==> src/rtl/uart_reg_responder.sv <==
// Serial register-access responder: drains 5-byte command frames from a UART RX FIFO and answers via the TX FIFO.
// Optional inter-byte timeout is built only when UART_RESP_TIMEOUT_EN is defined.
module uart_reg_responder #(
    parameter int         NUM_REGS       = 4,
    parameter logic [7:0] SYNC_BYTE      = 8'hA5,
    parameter int         POP_GAP        = 2,
    parameter int         TIMEOUT_CYCLES = 1_000_000
) (
    input  logic                  clk,
    input  logic                  nrst,
    input  logic [7:0]            rx_data,
    input  logic                  rx_empty,
    input  logic                  tx_full,
    output logic                  pulse_rx,
    output logic                  pulse_tx,
    output logic [7:0]            tx_data,
    output logic [NUM_REGS*8-1:0] reg_out,
    output logic [7:0]            frame_cnt,
    output logic                  err_chk,
    output logic                  err_timeout
);
    localparam int AW = (NUM_REGS > 1) ? $clog2(NUM_REGS) : 1;
    localparam int GW = (POP_GAP > 1) ? $clog2(POP_GAP) : 1;
    localparam logic [7:0] CMD_W = 8'h57;
    localparam logic [7:0] CMD_R = 8'h52;
    localparam logic [7:0] ACK   = 8'h06;
    localparam logic [7:0] NAK   = 8'h15;

    // HUNT: wait sync byte | POP: pop pulse | GAP: settle, act on byte | STORE: wait frame byte
    // EXEC: check and execute | TX_LOAD: wait room | TX_PULSE: push pulse | TX_GAP: settle after push
    typedef enum logic [2:0] {HUNT, POP, GAP, STORE, EXEC, TX_LOAD, TX_PULSE, TX_GAP} state_t;

    state_t                state, state_nxt;
    logic [2:0]            idx;
    logic [7:0]            cap, cmd, addr, data, chk, rd_byte;
    logic [GW-1:0]         gap_cnt;
    logic                  second_pending;
    logic [NUM_REGS*8-1:0] reg_bank;
    logic                  frame_ok;
    logic                  tmo_hit;

    assign frame_ok = ((cmd ^ addr ^ data) == chk) && ((cmd == CMD_W) || (cmd == CMD_R))
                      && ({1'b0, addr} < 9'(NUM_REGS));

    assign pulse_rx = (state == POP);
    assign pulse_tx = (state == TX_PULSE);
    assign err_chk  = (state == EXEC) && !frame_ok;
    assign reg_out  = reg_bank;

`ifdef UART_RESP_TIMEOUT_EN
    logic [31:0] tmo_cnt;

    always_ff @(posedge clk or negedge nrst) begin
        if (!nrst) begin
            tmo_cnt <= 32'(TIMEOUT_CYCLES - 1);
        end else if (state == POP) begin
            tmo_cnt <= 32'(TIMEOUT_CYCLES - 1);
        end else if ((state == STORE) && rx_empty && (tmo_cnt != 32'd0)) begin
            tmo_cnt <= tmo_cnt - 32'd1;
        end
    end

    assign tmo_hit     = (state == STORE) && rx_empty && (tmo_cnt == 32'd0);
    assign err_timeout = tmo_hit;
`else
    assign tmo_hit     = 1'b0;
    assign err_timeout = 1'b0;
`endif

    always_comb begin
        state_nxt = state;
        case (state)
            HUNT, STORE: begin
                if (tmo_hit)        state_nxt = HUNT;
                else if (!rx_empty) state_nxt = POP;
            end
            POP:      state_nxt = GAP;
            GAP: begin
                if (gap_cnt == '0) begin
                    if (idx == 3'd0)      state_nxt = (cap == SYNC_BYTE) ? STORE : HUNT;
                    else if (idx == 3'd4) state_nxt = EXEC;
                    else                  state_nxt = STORE;
                end
            end
            EXEC:     state_nxt = TX_LOAD;
            TX_LOAD:  if (!tx_full) state_nxt = TX_PULSE;
            TX_PULSE: state_nxt = TX_GAP;
            TX_GAP: begin
                if (gap_cnt == '0) state_nxt = second_pending ? TX_LOAD : HUNT;
            end
            default:  state_nxt = HUNT;
        endcase
    end

    always_ff @(posedge clk or negedge nrst) begin
        if (!nrst) begin
            state          <= HUNT;
            idx            <= 3'd0;
            cap            <= 8'h00;
            cmd            <= 8'h00;
            addr           <= 8'h00;
            data           <= 8'h00;
            chk            <= 8'h00;
            rd_byte        <= 8'h00;
            gap_cnt        <= '0;
            second_pending <= 1'b0;
            reg_bank       <= '0;
            tx_data        <= 8'h00;
            frame_cnt      <= 8'h00;
        end else begin
            state <= state_nxt;
            case (state)
                HUNT, STORE: begin
                    if (tmo_hit)        idx <= 3'd0;
                    else if (!rx_empty) cap <= rx_data;
                end
                POP:      gap_cnt <= GW'(POP_GAP - 1);
                GAP: begin
                    if (gap_cnt != '0) begin
                        gap_cnt <= gap_cnt - 1'b1;
                    end else begin
                        case (idx)
                            3'd0: if (cap == SYNC_BYTE) idx <= 3'd1;
                            3'd1: begin cmd  <= cap; idx <= 3'd2; end
                            3'd2: begin addr <= cap; idx <= 3'd3; end
                            3'd3: begin data <= cap; idx <= 3'd4; end
                            default: chk <= cap;
                        endcase
                    end
                end
                EXEC: begin
                    if (frame_ok) begin
                        frame_cnt      <= frame_cnt + 8'd1;
                        tx_data        <= ACK;
                        second_pending <= (cmd == CMD_R);
                        rd_byte        <= reg_bank[{addr[AW-1:0], 3'b000} +: 8];
                        if (cmd == CMD_W) reg_bank[{addr[AW-1:0], 3'b000} +: 8] <= data;
                    end else begin
                        tx_data        <= NAK;
                        second_pending <= 1'b0;
                    end
                end
                TX_PULSE: gap_cnt <= GW'(POP_GAP - 1);
                TX_GAP: begin
                    if (gap_cnt != '0) begin
                        gap_cnt <= gap_cnt - 1'b1;
                    end else if (second_pending) begin
                        // read data follows the ACK as a second pushed byte
                        tx_data        <= rd_byte;
                        second_pending <= 1'b0;
                    end else begin
                        idx <= 3'd0;
                    end
                end
                default: ;
            endcase
        end
    end
endmodule

==> config.mk <==
export PLATFORM = sky130hd
export DESIGN_NAME = uart_reg_responder
export DESIGN_NICKNAME = d
export VERILOG_FILES = /design/src/rtl/uart_reg_responder.sv
export SDC_FILE = /design/constraint.sdc
export NUM_CORES = 1
export LEC_CHECK = 0
export BUFFER_PORTS_ARGS = -buffer_cell sky130_fd_sc_hd__buf_4
export CORE_ASPECT_RATIO = 0.75
export CORE_UTILIZATION = 40
export CTS_CLUSTER_SIZE = 28
export DETAILED_ROUTE_END_ITERATION = 10
export PLACE_DENSITY = 0.67
export SYNTH_ARGS = -nofsm -noshare
export SYNTH_HDL_FRONTEND = slang
export SYNTH_SLANG_ARGS = --single-unit
==> constraint.sdc <==
create_clock -name clk -period 3.2 [get_ports clk]
set_clock_uncertainty 0.2 [all_clocks]
set_input_delay 0.48 -clock clk [delete_from_list [all_inputs] [get_ports clk]]
set_output_delay 0.48 -clock clk [all_outputs]
set_load 0.02 [all_outputs]
* Word-level counts from Yosys, hierarchy flattened
Cells that the tools add are included.
** Storage, ports and cells
- Output and inout bits :: 52
- Flip-flop bits (word level) :: 104
- Input bits :: 12
- Word-level logic and storage cells :: 98
** Operators by class
- Shift operators :: 3
- Add/sub/neg operators :: 3
- Eq/ne operators :: 23
- Reduce and logical (&&, ||, !) cells :: 25
- Mux-type cells :: 25
- Bitwise gates (word level) :: 5
- $lt $le $gt $ge :: 1
** Operator list (count)
- two-way mux 3 bit :: 11
- bitwise mux 32 bit :: 1
- variable shift 8 x 7 -> 32 bit, first input constant :: 1
- variable part select 32 x 6 -> 8 bit :: 1
- variable part select 8 x 7 -> 32 bit :: 1
- case mux 3 bit (7 select lines) :: 1
- AND reduction 3 bit :: 6
- == test 8 x 7 -> 1 bit, second input constant :: 2
- two-way mux 8 bit :: 2
- case mux 8 bit (2 select lines) :: 1
- XOR 8 bit :: 2
- == test 3 bit, second input constant :: 5
- == test 3 x 2 -> 1 bit, second input constant :: 4
- != test 2 bit, second input constant :: 6
- case mux 3 bit (4 select lines) :: 1
- adder 8 x 1 -> 8 bit, second input constant :: 1
- == test 8 bit :: 1
- == test 8 bit, second input constant :: 1
- less-than comparator 8 x 3 -> 1 bit, second input constant :: 1
- negator 5 -> 7 bit :: 1
- == test 3 x 1 -> 1 bit, second input constant :: 2
- logical NOT 3 bit :: 2
- case mux 3 bit (2 select lines) :: 1
- AND reduction 2 bit :: 3
- 16 further kinds :: 27

* Depth between registers and ports, before layout
- Depth after elaboration :: 7
- Depth in mapped cells :: 7
- Gate-level depth less buffers :: 5

* Worst setup path after synthesis
Ideal clock, no wire load.
- Path type :: reg-to-reg
- Start :: reg cmd[5]
- End :: reg frame_cnt[1]
- Arrival :: 1969 ps
- Required time :: 2875 ps
- Stages on the path, launching flop included :: 7
- Setup time :: 125 ps
- Buffers on the path :: 1
- Slack :: 906 ps
- Period minus slack after synthesis :: 2294 ps
- Path through :: dfrtp_1 > nand4bb_1 > and4bb_2 > nand4_2 > or4_4 > buf_6 > mux2_4
** Between the ends
- Longest elaborated chain between the ends :: 6
- Elaborated cells between the ends (all ways) :: 9
- Those cells by class :: eq/ne: 3; bitwise: 2; reduce/logical: 4
** RTL lines
- start: declaration :: RTL line 35 : logic [7:0] cap, cmd, addr, data, chk, rd_byte;
- start signal: assignment :: RTL line 100 : cmd <= 8'h00;
- start signal: assignment :: RTL line 124 : 3'd1: begin cmd <= cap; idx <= 3'd2; end
- XOR 8 bit (2 in a row) :: RTL line 42 : assign frame_ok = ((cmd ^ addr ^ data) == chk) && ((cmd == CMD_W) || (cmd == CMD_R))
- == test 8 bit :: RTL line 42
- logical AND 1 bit (*) :: RTL line 42
- logical AND 1 bit (*) :: RTL line 43 : && ({1'b0, addr} < 9'(NUM_REGS));
- AND reduction 2 bit (no line) (*)
- end signal: assignment :: RTL line 133 : frame_cnt <= frame_cnt + 8'd1;
- end: declaration :: RTL line 18 : output logic [7:0] frame_cnt,
Every way passes the cells marked *; elsewhere a longest branch is shown, timed or not.
A chain may end at the register's enable or synchronous reset.

* Final worst setup path
- Start :: reg data[7]
- End :: out err_chk
** Between the ends
- Longest elaborated chain between the ends :: 6
** RTL lines
- start: declaration :: RTL line 35
- start signal: assignment :: RTL line 102 : data <= 8'h00;
- start signal: assignment :: RTL line 126 : 3'd3: begin data <= cap; idx <= 3'd4; end
- XOR 8 bit :: RTL line 42
- == test 8 bit :: RTL line 42
- logical AND 1 bit :: RTL line 42
- logical AND 1 bit :: RTL line 43
- logical NOT 1 bit :: RTL line 47 : assign err_chk = (state == EXEC) && !frame_ok;
- logical AND 1 bit :: RTL line 47
- end: declaration :: RTL line 19 : output logic err_chk,
Every way passes these cells.

==> reports/results.ini <==
[setup_path]
critPathKind = flop to output pin
cp-start-kind = flop
cp-end-kind = output pin
worstReg2RegEnd = rd_byte[1]
timing.rr.start = data[7]
arrival_ns = 2.06
crit_chain = xnor2_1 -> xnor2_2 -> nand4_4 -> nor3_1 -> nor2_1 -> buf_4
reg2reg_depth = 5
crit_required_ns = 2.52
reg2reg_setup_slack_ns = 0.63
cpMaxStageDelayCell = dfrtp_1
cp_max_fo = 13
slowest_delay_ns = 0.47

[synthesis]
synthMuxAreaShare_pct = 21.2
synth_top_area_share_pct = 49.9
synth_nets = 456
ys_seq_elements = 104
synth_xor_area_share_pct = 5.49
synth.cell_area_sq_mm = 0.00522
seq_area_frac_synth_pct = 49.9
synthAdderAreaFrac_pct = 1.44
synth_warnings = 0
synth_edf_count = 0
synth-compound-area-share_pct = 4.32
async_flop_share_pct = 100
synth_flop_cell = dfrtp_1
synth_top_family_by_area = multiplexers
syn_inst = 438
syn_area_per_cell_sq_um = 11.9
yosys.area.top_type = dfrtp_1
synth_area_leaders = dfrtp_1 50%, mux2_2 8.8%, mux2i_1 6.5%
synthSimpleGateAreaFrac_pct = 13.2
synth_cell_types = 56

[timing]
finalWorstSetupSlack_ns = 0.457
rsz0062_at_grt = false
fin_crit_sh_pct = 85.7
hold_viol = 0
max_freq_mhz = 365
drv_slew = 0
setup_viol = 0
min_period_ns = 2.74
tightestPinTransition_ns = 0.661
fin_setup_tns_ns = 0
max_slew_margin_pct = 55.5
hold_ws_ns = 0.170

[floorplanning]
die_y_microns = 101
fp.dieW_microns = 134
row_count = 35
fp.coreArea_sq_mm = 0.0125
io_pins = 64
dieArea_sq_mm = 0.0135
initial_core_util_pct = 41.8

[placement]
globalplace.congestion = 0.884
placed_area_sq_mm = 0.00593
io_buffer_count = 62
dp_hpwl_microns = 8820
place_ws_ns = 0.665
placed_cells = 666

[grt]
antenna_found_initial = 0
grt_max_degree = 59
overflow = 0
grt_pass1_vias = 3686
grt_pass1_wl_microns = 19500
grt.total_usage_pct = 18.7

[drt]
wl_per_cell_microns = 17.4
wirelength_microns = 11900
drt_iter0_drc = 222
first_pass_iters = 5
postRouteAntennaNets = 0
vias = 3588
vias_per_cell = 5.25
drc_errors = 0

[layout]
fin_area_sq_mm = 0.00625
fin_util_pct = 50.1
layout-drive-gt1-share_pct = 31.1
diodes = 0
area_delta_synth_final_pct = 19.7
fin_cells = 683
nNetsFinal = 530

[power_and_ir_drop]
ir_drop_v = 0.000343
design_power_total_mw = 4.20
power_density_mw_per_mm2 = 673
p_leak_nw = 2.85

[clock_tree]
htreeDepth = 3
numCtsBuffers = 9
cts_root_buf = clkbuf_16
cts_setup_buffers = 0
clkLatencyLatePin_ns = 0.34
path_clk_slew_ns = 0.07
cts_tree = done
clock_sinks = 104
clock_path_buffers = 2

[worst_hold_path]
hold_path_end = cap[1]
hold_path_startpoint = rx_data[1]
hold_class = input pin to flop
hold_depth = 2

[outcome]
status = completed

[run]
max_cap_violations = 0

flip-flops by register name, summed over array words and instances, names as in the netlist, 3 cells and up:
name / count
chk: 8
cmd: 8
cap: 8
frame_cnt: 8
state: 3
reg_out: 32
rd_byte: 8
addr: 8
idx: 3
data: 8
tx_data: 8
power by group:
group / total, mW / internal, mW / switching, mW
Sequential: 1.79 / 1.50 / 0.290
Combinational: 1.28 / 0.565 / 0.719
Clock: 1.13 / 0.651 / 0.474
per-layer routing:
layer	GRT usage, %	wire length [microns]
met1	26.3	5680
met2	28.7	5310
met3	5.03	797
met4	4.55	71
met5	0	0
layout make-up:
type                       count  area (sq um)
fill                        1118          6230
sequential                   104          2600
multi-input combinational    280          2380
timing repair buffer          77           593
clock buffer                  12           256
tap                          166           208
inverter                      40           150
clock inverter                 4          52.6
cells by family (layout without fill, tap and decap cells):
kind of cell    count (synthesis)  in the layout
fa+ha+maj                       6              6
compound gates                 34             34
other cells                     1              1
mux                            91             91
xor+xnor                       31             31
flops                         104            104
buf+inv                        54            133
simple gates                  117            117
layout by cell type, fill, tap and decap left out, drive strengths merged, types with 4 or more instances in the layout:
cell type / instances
nor4: 12
a21oi: 5
dfrtp: 104
nor3: 7
mux2: 49
xor2: 12
o21ai: 12
nand3: 8
mux4: 8
clkbuf: 12
mux2i: 34
buf: 76
nor2: 11
nand4: 5
a22o: 4
nand2: 51
xnor2: 19
nor3b: 4
inv: 40
ha: 6
Yosys cell counts (2+ instances only):
cell type and count:
dfrtp_1 104, nand2_1 51, mux2_2 41, inv_1 40, mux2i_1 34, xnor2_1 17
xor2_1 12, nor2_1 11, o21ai_0 11, clkbuf_1 8, mux2_4 8, nand3_1 8
nor4_1 8, mux4_2 7, ha_1 6, nor3_1 6, a21oi_1 5, a22o_1 4
nor4_4 4, and3_1 3, buf_6 3, nand4_1 3, nor3b_1 3, a21o_1 2
a31oi_1 2, buf_2 2, nor2b_1 2, nor4bb_1 2, o31ai_1 2, or3_1 2
xnor2_2 2
worst max path at each step:
stage	from	to	slack [ns]	cells past startpoint
after global routing	data[7]	err_chk	0.32	6
after CTS	data[7]	err_chk	0.45	6
final	data[7]	err_chk	0.46	6
after floorplan	cmd[5]	frame_cnt[1]	0.91	6
after detailed placement	data[7]	rd_byte[1]	0.66	5
after global placement	data[3]	rd_byte[3]	0.72	5
critical path: cells and delay by family (launching register included):
kind                   cells  cell delay (ns)
XOR/XNOR                   2             0.47
AND/OR/NAND/NOR            3             0.63
buffers and inverters      1             0.16
flip-flops                 1             0.47
timing repair:
item,CTS,global route
hold endpoints to repair,46,0
gates resized for setup,0,0
hold buffers,1,0
Power figures use the tool's default switching activity.
